`src/rtl/eth_frame_encap.sv`:
```
// eth_frame_encap: GMII transmit-side Ethernet frame encapsulator.
// It builds each frame from the queued packet in this order: preamble,
// SFD, destination and source MAC, length field, payload from the FIFO,
// zero padding and the CRC-32 FCS. A fixed inter-frame gap follows.
// The data and valid outputs are registered. The byte chosen in a state
// cycle therefore appears on the GMII pins one cycle later.
module eth_frame_encap #(
    parameter logic [47:0] DEST_MAC = 48'h40ac14dfbb66,
    parameter logic [47:0] SRC_MAC  = 48'he044e435dba6,
    parameter int          IFG_LEN  = 12
) (
    input  logic        eth_tx_clk,
    input  logic        rst,
    input  logic        eth_tx_en,
    input  logic [1:0]  bf_out_buffer_ready,
    input  logic [10:0] pld_len,
    input  logic [7:0]  ff_out_data_in,
    output logic        bf_in_r_en,
    output logic        bf_in_pct_txed,
    output logic [7:0]  gmii_txd,
    output logic        gmii_tx_en
);

    localparam logic [3:0] S_IDLE = 4'd0;
    localparam logic [3:0] S_PRE  = 4'd1;
    localparam logic [3:0] S_SFD  = 4'd2;
    localparam logic [3:0] S_DST  = 4'd3;
    localparam logic [3:0] S_SRC  = 4'd4;
    localparam logic [3:0] S_LEN  = 4'd5;
    localparam logic [3:0] S_PLD  = 4'd6;
    localparam logic [3:0] S_PAD  = 4'd7;
    localparam logic [3:0] S_FCS  = 4'd8;
    localparam logic [3:0] S_IFG  = 4'd9;

    localparam logic [10:0] MAX_LEN  = 11'd1500;
    localparam logic [10:0] MIN_DATA = 11'd46;
    localparam logic [10:0] IFG_LAST = 11'(IFG_LEN - 1);

    // One byte of the reflected CRC-32 (poly 0xEDB88320), data taken LSB first.
    function automatic logic [31:0] crc32_byte(input logic [31:0] crc,
                                               input logic [7:0]  data);
        logic [31:0] r;
        r = crc;
        for (int i = 0; i < 8; i++) begin
            if (r[0] ^ data[i]) begin
                r = (r >> 1) ^ 32'hEDB88320;
            end else begin
                r = r >> 1;
            end
        end
        return r;
    endfunction

    // Byte idx of a MAC address. The most significant byte goes out first.
    function automatic logic [7:0] mac_byte(input logic [47:0] mac,
                                            input logic [10:0] idx);
        logic [7:0] b;
        case (idx)
            11'd0:   b = mac[47:40];
            11'd1:   b = mac[39:32];
            11'd2:   b = mac[31:24];
            11'd3:   b = mac[23:16];
            11'd4:   b = mac[15:8];
            11'd5:   b = mac[7:0];
            default: b = 8'h00;
        endcase
        return b;
    endfunction

    logic [3:0]  state_q, state_d;
    logic [10:0] cnt_q, cnt_d;
    logic [10:0] len_q, len_d;
    logic [31:0] crc_q, crc_d;
    logic [7:0]  txd_q;
    logic        txen_q;
    logic        ren_q, ren_d;
    logic        txed_q, txed_d;
    logic [7:0]  byte_s;
    logic        valid_s;
    logic        crc_upd_s;
    logic [31:0] fcs_s;

    // Frame sequencing. cnt counts bytes within the current state.
    // On entry to PAD, cnt continues from L so that PAD always ends at data byte 45.
    always_comb begin
        state_d = state_q;
        cnt_d   = cnt_q;
        len_d   = len_q;
        case (state_q)
            S_IDLE: begin
                cnt_d = 11'd0;
                if (eth_tx_en && (bf_out_buffer_ready != 2'd0)) begin
                    state_d = S_PRE;
                    len_d   = (pld_len > MAX_LEN) ? MAX_LEN : pld_len;
                end else begin
                    state_d = S_IDLE;
                end
            end
            S_PRE: begin
                if (cnt_q == 11'd6) begin
                    state_d = S_SFD;
                    cnt_d   = 11'd0;
                end else begin
                    cnt_d = cnt_q + 11'd1;
                end
            end
            S_SFD: begin
                state_d = S_DST;
                cnt_d   = 11'd0;
            end
            S_DST: begin
                if (cnt_q == 11'd5) begin
                    state_d = S_SRC;
                    cnt_d   = 11'd0;
                end else begin
                    cnt_d = cnt_q + 11'd1;
                end
            end
            S_SRC: begin
                if (cnt_q == 11'd5) begin
                    state_d = S_LEN;
                    cnt_d   = 11'd0;
                end else begin
                    cnt_d = cnt_q + 11'd1;
                end
            end
            S_LEN: begin
                if (cnt_q == 11'd1) begin
                    if (len_q == 11'd0) begin
                        state_d = S_PAD;
                    end else begin
                        state_d = S_PLD;
                    end
                    cnt_d = 11'd0;
                end else begin
                    cnt_d = cnt_q + 11'd1;
                end
            end
            S_PLD: begin
                if (cnt_q == (len_q - 11'd1)) begin
                    if (len_q < MIN_DATA) begin
                        state_d = S_PAD;
                        cnt_d   = len_q;
                    end else begin
                        state_d = S_FCS;
                        cnt_d   = 11'd0;
                    end
                end else begin
                    cnt_d = cnt_q + 11'd1;
                end
            end
            S_PAD: begin
                if (cnt_q == (MIN_DATA - 11'd1)) begin
                    state_d = S_FCS;
                    cnt_d   = 11'd0;
                end else begin
                    cnt_d = cnt_q + 11'd1;
                end
            end
            S_FCS: begin
                if (cnt_q == 11'd3) begin
                    state_d = S_IFG;
                    cnt_d   = 11'd0;
                end else begin
                    cnt_d = cnt_q + 11'd1;
                end
            end
            S_IFG: begin
                if (cnt_q == IFG_LAST) begin
                    state_d = S_IDLE;
                    cnt_d   = 11'd0;
                end else begin
                    cnt_d = cnt_q + 11'd1;
                end
            end
            default: begin
                state_d = S_IDLE;
                cnt_d   = 11'd0;
            end
        endcase
    end

    // Choose the byte for the current state cycle and decide if it enters the CRC.
    always_comb begin
        byte_s    = 8'h00;
        valid_s   = 1'b0;
        crc_upd_s = 1'b0;
        fcs_s     = ~crc_q;
        case (state_q)
            S_PRE: begin
                byte_s  = 8'h55;
                valid_s = 1'b1;
            end
            S_SFD: begin
                byte_s  = 8'hD5;
                valid_s = 1'b1;
            end
            S_DST: begin
                byte_s    = mac_byte(DEST_MAC, cnt_q);
                valid_s   = 1'b1;
                crc_upd_s = 1'b1;
            end
            S_SRC: begin
                byte_s    = mac_byte(SRC_MAC, cnt_q);
                valid_s   = 1'b1;
                crc_upd_s = 1'b1;
            end
            S_LEN: begin
                if (cnt_q == 11'd0) begin
                    byte_s = {5'b00000, len_q[10:8]};
                end else begin
                    byte_s = len_q[7:0];
                end
                valid_s   = 1'b1;
                crc_upd_s = 1'b1;
            end
            S_PLD: begin
                byte_s    = ff_out_data_in;
                valid_s   = 1'b1;
                crc_upd_s = 1'b1;
            end
            S_PAD: begin
                byte_s    = 8'h00;
                valid_s   = 1'b1;
                crc_upd_s = 1'b1;
            end
            S_FCS: begin
                case (cnt_q[1:0])
                    2'd0:    byte_s = fcs_s[7:0];
                    2'd1:    byte_s = fcs_s[15:8];
                    2'd2:    byte_s = fcs_s[23:16];
                    2'd3:    byte_s = fcs_s[31:24];
                    default: byte_s = 8'h00;
                endcase
                valid_s = 1'b1;
            end
            default: begin
                byte_s    = 8'h00;
                valid_s   = 1'b0;
                crc_upd_s = 1'b0;
            end
        endcase
    end

    // CRC next value: seeded while idle, advanced on every byte it covers.
    always_comb begin
        if (state_q == S_IDLE) begin
            crc_d = 32'hFFFFFFFF;
        end else if (crc_upd_s) begin
            crc_d = crc32_byte(crc_q, byte_s);
        end else begin
            crc_d = crc_q;
        end
    end

    // Registered FIFO strobes, derived from the upcoming state.
    // The read for payload byte i is therefore issued one cycle before PLD cycle i.
    always_comb begin
        if ((state_d == S_LEN) && (cnt_d == 11'd1) && (len_q != 11'd0)) begin
            ren_d = 1'b1;
        end else if ((state_d == S_PLD) && (cnt_d < (len_q - 11'd1))) begin
            ren_d = 1'b1;
        end else begin
            ren_d = 1'b0;
        end
        txed_d = (state_d == S_FCS) && (cnt_d == 11'd3);
    end

    // State, counters, CRC and registered outputs. Reset aborts any frame.
    always_ff @(posedge eth_tx_clk or posedge rst) begin
        if (rst) begin
            state_q <= S_IDLE;
            cnt_q   <= 11'd0;
            len_q   <= 11'd0;
            crc_q   <= 32'd0;
            txd_q   <= 8'h00;
            txen_q  <= 1'b0;
            ren_q   <= 1'b0;
            txed_q  <= 1'b0;
        end else begin
            state_q <= state_d;
            cnt_q   <= cnt_d;
            len_q   <= len_d;
            crc_q   <= crc_d;
            txd_q   <= byte_s;
            txen_q  <= valid_s;
            ren_q   <= ren_d;
            txed_q  <= txed_d;
        end
    end

    assign gmii_txd       = txd_q;
    assign gmii_tx_en     = txen_q;
    assign bf_in_r_en     = ren_q;
    assign bf_in_pct_txed = txed_q;

endmodule

```
`config.mk`:
```
export PLATFORM = sky130hd
export DESIGN_NAME = eth_frame_encap
export DESIGN_NICKNAME = d
export VERILOG_FILES = /design/src/rtl/eth_frame_encap.sv
export SDC_FILE = /design/constraint.sdc
export NUM_CORES = 1
export LEC_CHECK = 0
export CORE_MARGIN = 2
export CORE_UTILIZATION = 55
export CTS_CLUSTER_SIZE = 10
export DETAILED_ROUTE_END_ITERATION = 6
export DONT_BUFFER_PORTS = 1
export PLACE_DENSITY = 0.68
export SYNTH_ARGS = -nofsm -noshare
export SYNTH_HDL_FRONTEND = slang
export SYNTH_SLANG_ARGS = --single-unit
```
`constraint.sdc`:
```
create_clock -name eth_tx_clk -period 7.5 [get_ports eth_tx_clk]
set_input_delay 1.5 -clock eth_tx_clk [delete_from_list [all_inputs] [get_ports eth_tx_clk]]
set_output_delay 1.5 -clock eth_tx_clk [all_outputs]
set_load 0.03 [all_outputs]
```
==> results of run 1 <==
-- registers in the layout (all words and copies together), names as in the netlist --
signal	flops
crc_q	32
cnt_q	11
len_q	11
gmii_txd	8
state_q	4
bf_in_pct_txed	1
bf_in_r_en	1
gmii_tx_en	1
-- per-stage QoR --
step / std cells / util [%] / hold slack, ns
after floorplan: 599 / - / 0.471
after global placement: 695 / 57.1 / 0.537
after detailed placement: 695 / 57.1 / 0.542
after CTS: 711 / 59.5 / 0.563
after global routing: 711 / 59.5 / 0.601
final: 711 / 59.5 / 0.567
-- cell type report --
| cell class | instances | area (sq um) | share of cell area, % |
|---|---|---|---|
| multi-input cells | 463 | 3880 | 63.1 |
| clock buffers | 11 | 141 | 2.30 |
| repair buffers | 5 | 37.5 | 0.611 |
| clock inverters | 5 | 108 | 1.75 |
| well taps | 136 | 170 | 2.77 |
| flip-flops and latches | 69 | 1730 | 28.1 |
| inverters | 22 | 82.6 | 1.34 |
-- final timing paths --
path | start | to | slack, ns | cells after the start
max | cnt_q[4] | bf_in_r_en | 2.50 | 15
min | crc_q[9] | crc_q[9] | 0.57 | 1
max reg2reg | cnt_q[4] | bf_in_r_en | 2.50 | 15
min reg2reg | crc_q[9] | crc_q[9] | 0.57 | 1
max in group asynchronous | rst | len_q[2] | 5.60 | 2
min in group asynchronous | rst | crc_q[7] | 1.28 | 2
-- synthesized netlist by cell type, types with 4 or more instances --
library cell / number
dfrtp_1: 69
xnor2_1: 41
nand2_1: 37
nor2_1: 36
clkbuf_1: 31
a21oi_1: 24
inv_1: 22
xnor3_1: 19
mux2i_1: 17
nand3_1: 17
o21ai_0: 17
ha_1: 16
nor2b_1: 13
nor3_1: 13
buf_2: 11
nand2b_1: 11
or3_1: 11
o22ai_1: 10
xor2_1: 10
nand4_1: 8
o21a_1: 8
and2_1: 7
o31ai_1: 7
a31oi_1: 6
nor4_1: 6
o21ai_1: 6
o22a_1: 6
or2_2: 6
xnor2_2: 6
a21o_1: 5
or4_1: 5
and3_1: 4
o2111ai_1: 4
xnor2_4: 4
-- layout by cell type (no fill, tap or decap), types with 4 or more instances in the layout --
| master | count |
|---|---|
| or3_1 | 11 |
| and3_1 | 4 |
| o21ai_0 | 17 |
| o21a_1 | 8 |
| o22a_1 | 6 |
| o22ai_1 | 10 |
| xnor3_1 | 19 |
| inv_1 | 21 |
| nor4_1 | 5 |
| xnor2_4 | 4 |
| nand3_1 | 17 |
| or2_2 | 6 |
| xnor2_2 | 6 |
| o31ai_1 | 7 |
| nor3_1 | 13 |
| or4_1 | 5 |
| a21oi_1 | 24 |
| buf_4 | 5 |
| xor2_1 | 10 |
| nor2_1 | 35 |
| xnor2_1 | 41 |
| and2_1 | 7 |
| nor2b_1 | 13 |
| nand2b_1 | 11 |
| dfrtp_1 | 69 |
| mux2i_1 | 17 |
| o2111ai_1 | 4 |
| a21o_1 | 5 |
| nand4_1 | 8 |
| clkbuf_8 | 10 |
| a31oi_1 | 6 |
| o21ai_1 | 6 |
| nand2_1 | 37 |
| ha_1 | 16 |
-- logic make-up after synthesis --
family          count (synthesis)  synth area share, %
compound gates                137                 17.5
xor+xnor                       86                 20.9
fa+ha+maj                      16                 3.41
buf+inv                        67                 4.71
flops                          69                 29.4
mux                            19                 3.35
simple gates                  205                 20.7
-- per-layer routing --
layer | global-route usage, % | wire length [um] | share of wire, % | up-vias
met4 | 9.09 | 313 | 2.0 | 0
met5 | 0 | 0 | 0 | -
met3 | 5.15 | 1290 | 8.2 | 28
met2 | 40.5 | 6690 | 42 | 230
met1 | 45.7 | 7470 | 47 | 2259
li1 | - | - | - | 2132
-- critical path: stages, from the launching register on --
cell,delay [ns]
dfrtp_1,0.51
nor4_4,0.83
a31oi_1,0.24
or3_1,0.46
a2111oi_2,0.48
and2_1,0.42
o21ai_0,0.19
ha_1,0.34
a21o_1,0.18
a21o_1,0.16
a21o_1,0.17
a21o_1,0.17
a211o_1,0.28
a211oi_1,0.21
nand4_1,0.16
o41ai_2,0.09
==> impl_results.md, run 1 <==
* Post-synth cell types at 90
* Worst Tran Pin Value at 0.906 ns
* CTS tree: built
* Chip Width at about 110 um
* CTS Sinks at 69
* Async SR Flop Fraction at 100%
* Fillers at 898
* Final setup viols at 0
* Drc violations at 0
* Clock tree buffer depth at 2
* Area after DPL at 5900 sq um
* Post-route antenna net violation count at 0
* First-pass GRT wire length at 25700 um
* Slew Viols, Final at 0
* Min-delay worst type: flop to flop
* Grt ovf at 0
* Synth Area per Inst at 9.80 sq um
* Number of synthesized flops with an enable pin at 0
* Area grow syn2layout at 4.73%
* Number of DRC markers in iteration 0 at a little over 400
* Largest net degree at the start of global routing at 70
* Ys Warns at 0
* Clock Tree Root: clkbuf_8
* Max-cap viol count at 0
* CTS clk-pin slew, worst paths at ~0.090 ns
* # resized after CTS at 0
* Cells after Synth at 599
* Post-Syn Area at 5870 sq um
* WP data required at 7.75 ns
* Drt wl/cell at 22.2 um
* Die extent in y at 107 um
* Startpoint Class: flop
* Yosys reg bits at roughly 70
* Io pins at 35
* Yosys top cell area share at between 20% and 30%
* Worst skew pair latency at about 0.36 ns
* Part of the cycle the worst path needs at about two thirds
* Vias in the first global route at 4526
* Antenna Cells at 0
* Register area share after synthesis at roughly 30%
* CTS Hold Bufs at 0
* Total GRT Usage at 29.1%
* Crit Path Category: flop to flop
* Synthesized net count at 639
* Hpwl dp at 11500 um
* Fin Clk Skew at 0.0186 ns
* Synth area leader: dfrtp_1
* Layout Nets at 610
* Post-CTS setup buffers at 0
* Worst path arrival time at 5.25 ns
* Core area at 10300 sq um
* CP max FO at 16
* Final instance area at slightly above 6000 sq um
* Starting Density at 56.9%
* Final worst slack at 2.50 ns
* DRT Wirelength at 15800 um
* DR pass1 iterations at 5
* Fin. Hold Viols at 0
* Layout cells sized above 1 at about an eighth
* Rows at 37
* Status: complete, no violations
* Crit path time final at 5.00 ns
* Routed vias/inst at 6.54
* RSZ-0062 raised after global routing: no
* GPL Wtd Cong at 0.954
* Number of H-tree levels at 3
* Die area at approximately 12000 sq um
* Ranking of synthesized cells by area: dfrtp_1, xnor3_1, xnor2_1
* Max frequency at roughly 0.2 GHz
* Post-route setup TNS at 0 ns
* Top_reg_cell synth: dfrtp_1
* TritonCTS Buffers at 9
* Slew Limit Headroom at between 30% and 40%
* Number of port buffers at 0
* Vias at 4649
* Initial antenna violation count at 0
* Worst setup EP type: flop
* DP Worst Slack at 2.56 ns
Power of run 1 is left out: the tool's default activity adds up to more than one toggle a clock period on the data nets, which glitch-free logic cannot reach.
==> run 2: changes to the inputs <==
Clock period 7.5 ns to 5.1 ns, I/O delays scaled along.
==> impl_results.md, run 2 (synthesis results as in run 1) <==
* DRT Wirelength at 15800 um (+0.48%)
* Post-CTS setup buffers at 0 (unchanged)
* Number of H-tree levels at 3 (unchanged)
* Hpwl dp at 11600 um (+1.0%)
* Routed vias/inst at 6.43 (-1.7%)
* Crit path time final at 4.62 ns (-0.382 ns)
* CP max-delay cell: or4_1
* Post-route setup TNS at 0 ns (unchanged)
* RSZ-0062 raised after global routing: no
* Fin. Hold Viols at 0 (unchanged)
* Min-delay worst type: primary input to async pin
* Worst reg2reg endpoint: bf_in_r_en
* Vias at 4608 (-0.88%)
* Drc violations at 0 (unchanged)
* Clock Tree Root: clkbuf_8
* Rows at 37 (unchanged)
* Layout Nets at 617 (+1.1%)
* Part of the cycle the worst path needs at 90.6% (+24 points)
* Die area at 11500 sq um (unchanged)
* DP Worst Slack at 0.537 ns (-2.02 ns)
* Final worst slack at 0.478 ns (-2.02 ns)
* Grt ovf at 0 (unchanged)
* Max stage delay on crit path at 0.69 ns (-0.14 ns)
* Area grow syn2layout at 4.52%
* Status: complete, no violations
* Number of DRC markers in iteration 0 at 411 (-0.48%)
* WP data required at 5.36 ns (-2.39 ns)
* Commonest non-fill, non-tap cell in the layout: dfrtp_1
* First-pass GRT wire length at 25400 um (-1.2%)
* Startpoint Class: flop
* CTS Sinks at 69 (unchanged)
* Drt wl/cell at 22.1 um (-0.36%)
* CP max FO at 12 (-4)
* # resized after CTS at 0 (unchanged)
* Max frequency at 0.216 GHz (+8.3%)
* Slew Viols, Final at 0 (unchanged)
* Initial antenna violation count at 0 (unchanged)
* Worst path bufs/invs at 0 (unchanged)
* Crit path max-delay family: compound AO/OA/AOI/OAI gates
* Largest net degree at the start of global routing at 49 (-30%)
* TritonCTS Buffers at 9 (unchanged)
* GPL Wtd Cong at 0.965 (+1.1%)
* R2r startpoint: len_q[2]
* Worst setup EP type: flop
* Vias in the first global route at 4457 (-1.5%)
* Starting Density at 56.9% (unchanged)
* CTS Hold Bufs at 0 (unchanged)
* Max-cap viol count at 0 (unchanged)
* Worst Tran Pin Value at 0.930 ns (+0.0237 ns)
* CTS clk-pin slew, worst paths at 0.08 ns (about the same)
* Number of port buffers at 0 (unchanged)
* Total GRT Usage at 29.0% (-0.12 points)
* Io pins at 35 (unchanged)
* CP cell instances: or4_1 -> or3_4 -> a2111oi_4 -> o211ai_2 -> or2_1 -> a31oi_1 -> o21ai_1 -> ha_1 -> a21o_1 -> a21o_1 -> a21o_1 -> a21o_1 -> a211o_1 -> a211oi_1 -> nand4_1 -> o41ai_2
* Max reg flops at 32 (unchanged)
* Core area at 10300 sq um (unchanged)
* Most used cell along the critical path: a21o_1
* DR pass1 iterations at 5 (unchanged)
* Top Registers: crc_q: 32 flops, cnt_q: 11 flops, len_q: 11 flops
* Worst skew pair latency at 0.37 ns (about the same)
* Worst path arrival time at 4.89 ns (-0.36 ns)
* Die extent in y at 107 um (unchanged)
* Highest-count cells in the layout ignoring fill and taps: dfrtp_1, xnor2_1, nand2_1
* Final setup viols at 0 (unchanged)
* Fin Clk Skew at 0.00924 ns (-0.00934 ns)
* Worst R2R Setup Slack at 0.48 ns (-2.02 ns)
* Biggest register: crc_q
* Clock tree buffer depth at 2 (unchanged)
* Crit Path Category: flop to flop
* Chip Width at 107 um (unchanged)
* Antenna Cells at 0 (unchanged)
* Reg2reg path depth at 16 (+1)
* Post-route antenna net violation count at 0 (unchanged)
* CTS tree: built
* Layout cells sized above 1 at 12.9% (+1.1 points)
* Slew Limit Headroom at 37.9% (-1.6 points)
==> run 2: cell types whose count changed in the layout (fill, tap and decap cells not counted), sizes merged <==
cell | before | now
clkinvlp | 0 | 2
clkinv | 2 | 1
inv | 22 | 23
buf | 5 | 12
bufinv | 3 | 0
==> run 2: cell type report <==
cell class / count / area [sq um]
fill: 901 / 4190
multi-input combinational: 463 / 3880
sequential: 69 / 1730
tap: 136 / 170
clock buffer: 11 / 151
timing repair buffer: 12 / 90.1
inverter: 22 / 82.6
clock inverter: 4 / 32.5
==> run 2: worst max path at each step <==
stage / from / end / cells after the start
3_3_place_gp: len_q[2] / bf_in_r_en / 16
3_5_place_dp: len_q[2] / bf_in_r_en / 16
2_1_floorplan: len_q[0] / bf_in_r_en / 18
4_1_cts: len_q[2] / bf_in_r_en / 16
6_report: len_q[2] / bf_in_r_en / 16
5_1_grt: len_q[2] / bf_in_r_en / 16
==> run 2: metal layers <==
layer	GRT usage, %	vias to the layer above	share of wire, %
li1	-	2145	-
met1	44.3	2206	47
met2	40.3	231	42
met3	6.60	24	8.5
met4	9.09	2	1.7
met5	3.33	-	0.25
==> run 2: stage by stage <==
| step | utilization, % | std cells | hold WS [ns] | area, sq um |
|---|---|---|---|---|
| after floorplan | - | 599 | 0.471 | 5870 |
| after detailed placement | 57.6 | 702 | 0.545 | 5950 |
| after global routing | 59.4 | 717 | 0.569 | 6130 |
| after global placement | 57.6 | 702 | 0.539 | 5950 |
| final | 59.4 | 717 | 0.533 | 6130 |
| after CTS | 59.4 | 717 | 0.550 | 6130 |
Power of run 2 is left out for the same reason.
==> run 3: changes to the inputs <==
==> constraint.sdc (replaced) <==
create_clock -name eth_tx_clk -period 5.1 [get_ports eth_tx_clk]
set_input_delay 0.51 -clock eth_tx_clk [delete_from_list [all_inputs] [get_ports eth_tx_clk]]
set_output_delay 0.51 -clock eth_tx_clk [all_outputs]
set_load 0.03 [all_outputs]
==> impl_results.md, run 3 (synthesis results as in run 1) <==
* Status: complete, no violations
* Top Registers: crc_q: 32 flops, cnt_q: 11 flops, len_q: 11 flops
* Vias in the first global route at 4421 (-0.81%)
* Fin Clk Skew at 0.0138 ns (+0.00458 ns)
* Starting Density at 56.9% (unchanged)
* Slew Viols, Final at 0 (unchanged)
* Crit Path Category: flop to flop
* Max frequency at 0.216 GHz (-0.29%)
* DP Worst Slack at 0.571 ns (+0.0336 ns)
* RSZ-0062 raised after global routing: no
* TritonCTS Buffers at 9 (unchanged)
* Min-delay worst type: primary input to flop
* Rows at 37 (unchanged)
* Io pins at 35 (unchanged)
* Number of H-tree levels at 3 (unchanged)
* Crit path time final at 4.64 ns (+0.0136 ns)
* GPL Wtd Cong at 0.966 (+0.16%)
* Die extent in y at 107 um (unchanged)
* Commonest non-fill, non-tap cell in the layout: dfrtp_1
* Area grow syn2layout at 5.20%
* Routed vias/inst at 6.53 (+1.5%)
* Final setup viols at 0 (unchanged)
* Fillers at 897 (-0.44%)
* Drc violations at 0 (unchanged)
* Part of the cycle the worst path needs at 90.9% (+0.27 points)
* Post-route antenna net violation count at 0 (unchanged)
* DRT Wirelength at 15700 um (-0.97%)
* Fin. Hold Viols at 0 (unchanged)
* Startpoint Class: flop
* Die area at 11500 sq um (unchanged)
* Initial antenna violation count at 0 (unchanged)
* Drt wl/cell at 21.8 um (-1.1%)
* Top sig layer: met4
* Core area at 10300 sq um (unchanged)
* Hpwl dp at 11500 um (-1.3%)
* Chip Width at 107 um (unchanged)
* Number of port buffers at 0 (unchanged)
* Hold path depth at 2
* Slew Limit Headroom at 37.8% (-0.16 points)
* R2r startpoint: len_q[2]
* Met1 WL at 7430 um (-0.99%)
* Met2 WL at 6590 um (-1.1%)
* Antenna Cells at 0 (unchanged)
* Post-CTS setup buffers at 0 (unchanged)
* Layout cells sized above 1 at 12.9% (-0.022 points)
* End point of the critical path: bf_in_r_en
* Reg2reg path depth at 16 (unchanged)
* Total GRT Usage at 29.0% (about the same)
* Biggest register: crc_q
* Vias at 4685 (+1.7%)
* Worst skew pair latency at 0.38 ns (about the same)
* CP max FO at 12 (unchanged)
* CTS tree: built
* Final worst slack at 0.465 ns (-0.0136 ns)
* Clock Tree Root: clkbuf_8
* DR pass1 iterations at 5 (unchanged)
* Grt ovf at 0 (unchanged)
* CTS clk-pin slew, worst paths at 0.08 ns (about the same)
* Post-route setup TNS at 0 ns (unchanged)
* Max-cap viol count at 0 (unchanged)
* Max reg flops at 32 (unchanged)
* Worst setup EP type: flop
* Worst Tran Pin Value at 0.925 ns (-0.00508 ns)
* Worst R2R Setup Slack at 0.46 ns (about the same)
* CTS Hold Bufs at 0 (unchanged)
* Largest net degree at the start of global routing at 70 (+43%)
* # resized after CTS at 0 (unchanged)
* First-pass GRT wire length at 25400 um (about the same)
* Highest-count cells in the layout ignoring fill and taps: dfrtp_1, xnor2_1, nand2_1
* Number of DRC markers in iteration 0 at 530 (+29%)
* WP data required at 5.36 ns (about the same)
* CTS Sinks at 69 (unchanged)
* CP startpoint: len_q[2]
* Layout Nets at 617 (unchanged)
* DR WL met3 at 1340 um (-1.1%)
* Worst path arrival time at 4.90 ns (about the same)
* Worst reg2reg endpoint: bf_in_r_en
* Clock tree buffer depth at 2 (unchanged)
* Hold_ws at 0.250 ns (-0.283 ns)
[run 3: cell count changes in the layout (fill, tap and decap cells not counted)]
cell        delta
bufinv_16      +2
clkbuf_1       +1
clkbuf_8       -1
clkinv_2       +1
clkinvlp_4     -2
[run 3: worst min-delay path by stage]
| stage | startpoint | endpoint | slack (ns) |
|---|---|---|---|
| final | pld_len[10] | len_q[10] | 0.25 |
| after global routing | pld_len[6] | len_q[6] | 0.25 |
| after CTS | pld_len[10] | len_q[10] | 0.24 |
| after detailed placement | len_q[9] | len_q[9] | 0.55 |
| after global placement | crc_q[28] | crc_q[28] | 0.54 |
| after floorplan | len_q[9] | len_q[9] | 0.47 |
[run 3: final cells by class]
cell class	instances	area, sq um	share of cell area (%)
clock buffers	11	141	2.29
inverters	22	82.6	1.34
repair buffers	12	90.1	1.46
flip-flops and latches	69	1730	28.0
well taps	136	170	2.76
multi-input cells	463	3880	62.9
clock inverters	5	82.6	1.34
[run 3: worst max-delay path: stages (launching register included)]
cell and delay (ns):
dfrtp_1 0.53, or4_1 0.68, or3_4 0.45, a2111oi_4 0.41, o211ai_2 0.18, or2_1 0.30
a31oi_1 0.17, o21ai_1 0.18, ha_1 0.24, a21o_1 0.15, a21o_1 0.17, a21o_1 0.17
a21o_1 0.17, a211o_1 0.29, a211oi_1 0.21, nand4_1 0.14, o41ai_2 0.09
[run 3: routing by layer]
layer,up-vias,GRT usage (%)
li1,2147,-
met1,2277,45.7
met2,228,39.0
met3,33,5.63
met4,0,10.7
met5,-,0
[run 3: per-stage QoR]
| step | utilization, % | cells | cell area [sq um] |
|---|---|---|---|
| floorplan | - | 599 | 5870 |
| CTS | 59.8 | 718 | 6170 |
| finish | 59.8 | 718 | 6170 |
| global route | 59.8 | 718 | 6170 |
| global placement | 57.6 | 702 | 5950 |
| detailed placement | 57.6 | 702 | 5950 |
Power of run 3 is left out for the same reason.
